--- config.mk ---
export PLATFORM = sky130hd
export DESIGN_NAME = sha_digest_streamer_flat
export DESIGN_NICKNAME = d
export VERILOG_FILES = /design/src/rtl/sha_digest_streamer_pkg.sv /design/src/rtl/sha_digest_streamer_if.sv /design/src/rtl/sha_digest_align.sv /design/src/rtl/sha_digest_streamer.sv /design/src/flat_wrapper.sv
export SDC_FILE = /design/constraint.sdc
export NUM_CORES = 1
export LEC_CHECK = 0
export BUFFER_PORTS_ARGS = -buffer_cell sky130_fd_sc_hd__buf_2
export CORE_AREA = 2 2 472 474
export CTS_CLUSTER_DIAMETER = 120
export CTS_CLUSTER_SIZE = 30
export DETAILED_ROUTE_END_ITERATION = 8
export DIE_AREA = 0 0 474 476
export PLACE_DENSITY = 0.3
export SYNTH_ARGS = -nofsm -noshare
export SYNTH_HDL_FRONTEND = slang
export SYNTH_SLANG_ARGS = --single-unit
--- constraint.sdc ---
create_clock -name clk -period 4.1 [get_ports clk]
set_input_delay 0.205 -clock clk [delete_from_list [all_inputs] [get_ports clk]]
set_output_delay 0.205 -clock clk [all_outputs]
set_load 0.01 [all_outputs]
--- src/rtl/sha_digest_streamer_pkg.sv ---
// sha_pkg: shared digest modes, FSM states, digest widths and word-count helper
package sha_pkg;
  typedef enum logic [1:0] {MODE_256 = 2'b00, MODE_384 = 2'b01, MODE_512 = 2'b10, MODE_INV = 2'b11} mode_e;
  typedef enum logic {IDLE, SEND} state_e;
  localparam int DIG_256 = 256;
  localparam int DIG_384 = 384;
  localparam int DIG_512 = 512;
  function automatic int word_count(mode_e m, int out_w);
    return (m == MODE_256 ? DIG_256 : m == MODE_384 ? DIG_384 : DIG_512) / out_w;
  endfunction
endpackage

--- src/rtl/sha_digest_streamer_if.sv ---
// sha_digest_streamer_if: valid/ready digest word stream with index and last flag
interface sha_digest_streamer_if #(parameter int OUT_W = 32, parameter int CNT_W = 5);
  logic             out_valid;
  logic             out_ready;
  logic             out_last;
  logic [OUT_W-1:0] out_data;
  logic [CNT_W-1:0] out_idx;
  modport master(output out_valid, out_data, out_last, out_idx, input out_ready);
  modport slave(input out_valid, out_data, out_last, out_idx, output out_ready);
endinterface

--- src/rtl/sha_digest_align.sv ---
// sha_digest_align: selects the digest by mode and left-aligns it into 512 bits
module sha_digest_align
  import sha_pkg::*;
(
  input  logic [1:0]   sel,
  input  logic [255:0] in1,
  input  logic [383:0] in2,
  input  logic [511:0] in3,
  output logic [511:0] aligned
);
  // zero padding sits in the LSBs so the stream always starts at bit 511
  always_comb
    aligned = sel == MODE_256 ? {in1, 256'b0} :
              sel == MODE_384 ? {in2, 128'b0} :
              sel == MODE_512 ? in3 : '0;
endmodule

--- src/rtl/sha_digest_streamer.sv ---
// sha_digest_streamer: captures a SHA-2 digest and streams it MSB-first; SHA_OUT_BSWAP_EN byte-reverses each word
module sha_digest_streamer
  import sha_pkg::*;
#(
  parameter int OUT_W = 32,
  parameter int CNT_W = 5
) (
  input  logic                  clk,
  input  logic                  rst_n,
  input  logic [1:0]            sel_mux_res_sha,
  input  logic [255:0]          in1,
  input  logic [383:0]          in2,
  input  logic [511:0]          in3,
  input  logic                  load,
  input  logic                  flush,
  output logic                  busy,
  output logic                  err_mode,
  sha_digest_streamer_if.master o
);
  state_e           state_q, state_d;
  mode_e            mode_q;
  logic [511:0]     aligned, dig_q;
  logic [CNT_W-1:0] idx_q;
  logic [OUT_W-1:0] word;
  logic             valid, last, xfer, cap, err_d, err_q;
  sha_digest_align u_align (.sel(sel_mux_res_sha), .in1, .in2, .in3, .aligned);
  assign valid = state_q == SEND;
  assign last  = valid && idx_q == CNT_W'(word_count(mode_q, OUT_W) - 1);
  assign word  = dig_q[511 -: OUT_W];
`ifdef SHA_OUT_BSWAP_EN
  logic [OUT_W-1:0] word_sw;
  for (genvar b = 0; b < OUT_W / 8; b++) begin : g_sw
    assign word_sw[8*b +: 8] = word[OUT_W-1-8*b -: 8];
  end
  assign o.out_data = word_sw;
`else
  assign o.out_data = word;
`endif
  assign o.out_valid = valid;
  assign o.out_last  = last;
  assign o.out_idx   = idx_q;
  assign busy        = valid;
  assign err_mode    = err_q;
  // next state: flush dominates, then capture from IDLE, then end of stream
  always_comb begin
    xfer    = valid && o.out_ready;
    cap     = state_q == IDLE && load && !flush && sel_mux_res_sha != MODE_INV;
    err_d   = state_q == IDLE && load && !flush && sel_mux_res_sha == MODE_INV;
    state_d = flush ? IDLE : cap ? SEND : (xfer && last) ? IDLE : state_q;
  end
  // state register
  always_ff @(posedge clk or negedge rst_n)
    if (!rst_n) state_q <= IDLE;
    else state_q <= state_d;
  // capture buffer, latched mode, word index and error pulse
  always_ff @(posedge clk or negedge rst_n)
    if (!rst_n) begin
      dig_q  <= '0;
      mode_q <= MODE_256;
      idx_q  <= '0;
      err_q  <= 1'b0;
    end else begin
      err_q <= err_d;
      if (flush) idx_q <= '0;
      else if (cap) begin
        dig_q  <= aligned;
        mode_q <= mode_e'(sel_mux_res_sha);
        idx_q  <= '0;
      end else if (xfer) begin
        dig_q <= dig_q << OUT_W;
        idx_q <= last ? '0 : idx_q + CNT_W'(1);
      end
    end
endmodule

--- src/flat_wrapper.sv ---
// flat-port wrapper written by rule: the top's interface ports become plain ports
module sha_digest_streamer_flat import sha_pkg::*;
#(
  parameter int OUT_W = 32,
  parameter int CNT_W = 5
)
  (clk, rst_n, sel_mux_res_sha, in1, in2, in3, load, flush, busy, err_mode, o_out_valid, o_out_data, o_out_last, o_out_idx, o_out_ready);
  sha_digest_streamer_if #(.OUT_W(OUT_W), .CNT_W(CNT_W)) o_i ();
  input  logic clk;
  input  logic rst_n;
  input  logic [1:0] sel_mux_res_sha;
  input  logic [255:0] in1;
  input  logic [383:0] in2;
  input  logic [511:0] in3;
  input  logic load;
  input  logic flush;
  output logic busy;
  output logic err_mode;
  output wire logic [$bits(o_i.out_valid)-1:0] o_out_valid;
  output wire logic [$bits(o_i.out_data)-1:0] o_out_data;
  output wire logic [$bits(o_i.out_last)-1:0] o_out_last;
  output wire logic [$bits(o_i.out_idx)-1:0] o_out_idx;
  input wire logic [$bits(o_i.out_ready)-1:0] o_out_ready;
  assign o_out_valid = o_i.out_valid;
  assign o_out_data = o_i.out_data;
  assign o_out_last = o_i.out_last;
  assign o_out_idx = o_i.out_idx;
  assign o_i.out_ready = o_out_ready;
  sha_digest_streamer #(.OUT_W(OUT_W), .CNT_W(CNT_W)) u_core (.clk(clk), .rst_n(rst_n), .sel_mux_res_sha(sel_mux_res_sha), .in1(in1), .in2(in2), .in3(in3), .load(load), .flush(flush), .busy(busy), .err_mode(err_mode), .o(o_i));
endmodule
==> flow_summary.toml <==
[power_and_ir_drop]
power.share.combinational_pct = 34.7
seq_power_share_pct = 43.4
swShare_pct = 39.8
power.density_cell_area_nw_per_um2 = 382
vdd_drop_max_v = 0.000329
p_switching_mw = 7.24
p_clk_share_pct = 22.0
cellInternalPower_mw = 11.0
power_leakage_nw = 21.1

[floorplanning]
chipWidth_um = 474
floorplan.core_area_um2 = 221000
ioPinCount = 1200
die_area_um2 = 226000
rows = 173
die_height_um = 476
initial_core_util_pct = 13.6

[job]
drv.max_cap_violation_count = 0

[sta]
timing.final.ws_setup_ns = 0.316
drv_slew = 0
clock_skews_ns = 0.0309
setup_repair_after_global_routing_missed_its_margin = "false"
worst-slew-pin-transition_ns = 1.08
layout_worst_path_cycle_share_pct = 92.3
timing_hold_violations_final = 0
period_minus_slack_ns = 3.78
finalSetupViolations = 0
clock.fmax_mhz = 264
final.setup.tns_ns = 0
timing.slew.headroom_pct = 27.9

[route]
detailroute.via_count = 34000
viasPerCell = 4.23
wire_per_inst_um = 24.8
dr.first_iter.drc_count = 1945
route.detailed.drc = 0
dr.pass1.iters = 5
postRouteAntennaNets = 0
detail_route.wirelength_um = 199000

[critical_path]
cpMaxStageDelayCell = "dlygate4sd3_1"
crit_top_cell = "dlygate4sd3_1"
crit_path_max_fanout = 121
critPathBufInv = 4
endpoint_kind = "register"
timing.critical_path.from_type = "register"
cp_slowest_stage_delay_ns = 0.58
cp_data_required_time_ns = 4.69
worst_ep_arrival_time_ns = 4.37
timing_worst_setup_path_type = "register to register"
path_cells = "nor3b_1 -> nand2_4 -> buf_12 -> buf_4 -> a211oi_1 -> dlygate4sd3_1 -> o31ai_1 -> dlygate4sd3_1"
critical_path.top_delay_family = "buffers and inverters"

[yosys]
synth-async-reset-ratio_pct = 100
synth_sequential_area_ratio_pct = 43.4
synthFlopType = "dfrtp_1"
synth.cells.most_frequent = "643 x nor2_1, 582 x o21ai_0, 521 x dfrtp_1"
mappedNetlistNets = 4516
synthMostInstantiatedCell = "nor2_1"
most_area_hungry_cell_type_in_the_yosys_netlist = "dfrtp_1"
post_synth_num_cell_types = 33
ys_ff_latch = 521
post_synth_edffs = 0
synth.yosys.warnings = 0
syn_area_um2 = 30000
yosysTopAreaCellShare_pct = 43.4
synth_area_leaders = "dfrtp_1 43%, o21ai_0 9.7%, o31ai_1 9.6%"
postSynthAreaPerCell_um2 = 8.94
post_synth_inst_count = 3356

[run_status]
outcome = "completed"

[global_route]
grt_usage_pct = 16.7
grt_pass1_wl_um = 271000
via_count_of_the_first_global_routing_pass = 35500
maximum_number_of_pins_on_one_net_before_global_route_repair = 187
antenna_violations_before_repair = 73
gr-total-overflow = 0

[cells_and_area]
layout-area-overhead-vs-synth_pct = 58.8
multi_input_logic_area_um2 = 15100
finish.net_count = 6163
filler_cell_count = 24900
final_layout_size_suffix_gt1_share_pct = 26.8
regArea_um2 = 13000

[clock_network]
cts.repair_timing.setup_buffer_count = 0
clock_path_buffers = 3
tritoncts_clock_tree = "yes"
clk_root_buffer_cell = "clkbuf_16"
cts_sinks = 521
cts-buffers-inserted = 30
cts-htree-levels = 1
clock_latency_of_the_later_clocked_register_in_the_worst_skew_pair_ns = 0.71
path_clk_slew_ns = 0.11

[worst_hold_path]
holdCritPathClass = "primary input to register"

[placed_design]
place.gp.congestion = 0.786
port_buffers = 1199
post-dp-hpwl_um = 153000
pre_cts_slack_ns = 1.02
[cell families (layout without fill, tap and decap cells)]
group	Yosys count	after routing	share of synthesized area, %
compound gates	1485	1485	33.0
xor+xnor	2	2	0.0584
fa+ha+maj	1	1	0.0417
buf+inv	424	2095	6.39
flops	521	521	43.4
mux	256	256	8.54
other cells	0	35	0
simple gates	667	667	8.53
[routing by layer]
layer	track usage, %	up-vias	wire length, um
li1	-	15900	-
met1	21.1	16900	85100
met2	29.0	1021	97200
met3	2.99	180	10900
met4	4.73	36	5880
met5	0	-	201
[power groups by stage]
stage | combinational, mW | sequential, mW | clock [mW]
floorplan | 3.12 | 7.33 | 0
global placement | 5.60 | 8.04 | 0
detailed placement | 5.62 | 8.06 | 0
CTS | 6.47 | 7.98 | 4.21
global route | 7.00 | 8.12 | 4.37
finish | 6.31 | 7.90 | 4.00
[registers in the layout, indices dropped and copies added (netlist names)]
name              count
u_core.dig_q        512
u_core.o.out_idx      5
u_core.mode_q         2
u_core.busy           1
u_core.err_mode       1
[stage by stage]
stage | std cells | hold WS, ns | cell area [um2] | util [%] | total power [mW]
5_1_grt | 8022 | 0.0324 | 47600 | 21.5 | 19.5
4_1_cts | 8002 | 0.00181 | 47600 | 21.5 | 18.7
6_report | 8037 | 0.0560 | 47700 | 21.6 | 18.2
3_5_place_dp | 7190 | 0.301 | 38900 | 17.6 | 13.7
3_3_place_gp | 7190 | 0.300 | 38900 | 17.6 | 13.6
2_1_floorplan | 3356 | -0.0906 | 30000 | - | 10.4
[tightest hold or removal path: cells and delay by family]
family                 cells  cell delay (ns)
buffers and inverters      1             0.08
AOI/OAI and AO/OA          2             0.31
muxes                      1             0.05
and+or+nand+nor            1             0.08
[placed cells by master (no fill, tap or decap), types with 3 or more instances in the layout]
master,netlist,routed
buf_2,133,1195
dlygate4sd3_1,0,756
nor2_1,643,643
o21ai_0,582,582
dfrtp_1,521,521
o31ai_1,384,384
mux2i_1,256,256
a211oi_1,256,256
a221oi_1,129,129
a22oi_1,97,96
buf_4,33,53
diode_2,0,35
a22o_1,32,32
clkbuf_16,0,31
buf_12,0,29
nand3_1,5,5
nand2_1,6,5
inv_12,0,4
inv_8,0,4
clkinv_8,0,4
clkinv_4,0,4
buf_8,0,4
clkbuf_1,249,3
[timing repair]
| action | CTS | global route |
|---|---|---|
| endpoints found under the hold margin | 577 | 0 |
| hold buffers | 756 | 0 |
| gates resized for setup | 0 | 0 |
[worst paths after layout]
| check | endpoint | start | depth (start not counted) | slack, ns |
|---|---|---|---|---|
| max in group asynchronous | u_core.dig_q[488] | rst_n | 3 | 2.86 |
| setup reg to reg | u_core.dig_q[491] | u_core.busy | 8 | 0.32 |
| hold / removal | u_core.dig_q[477] | in1[221] | 5 | 0.06 |
| hold reg to reg | u_core.dig_q[510] | u_core.dig_q[510] | 2 | 0.52 |
| setup / recovery | u_core.dig_q[491] | u_core.busy | 8 | 0.32 |
| min in group asynchronous | u_core.dig_q[148] | rst_n | 2 | 0.11 |
[final cells by class]
type                    instances  share of cell area, %
diodes                         35                  0.184
clock buffers                  35                   1.68
clock inverters                21                  0.690
inverters                       2                 0.0158
multi-input cells            2411                   31.7
flip-flops and latches        521                   27.4
well taps                    2975                   7.81
repair buffers               2037                   30.6
Power figures use the tool's default switching activity.
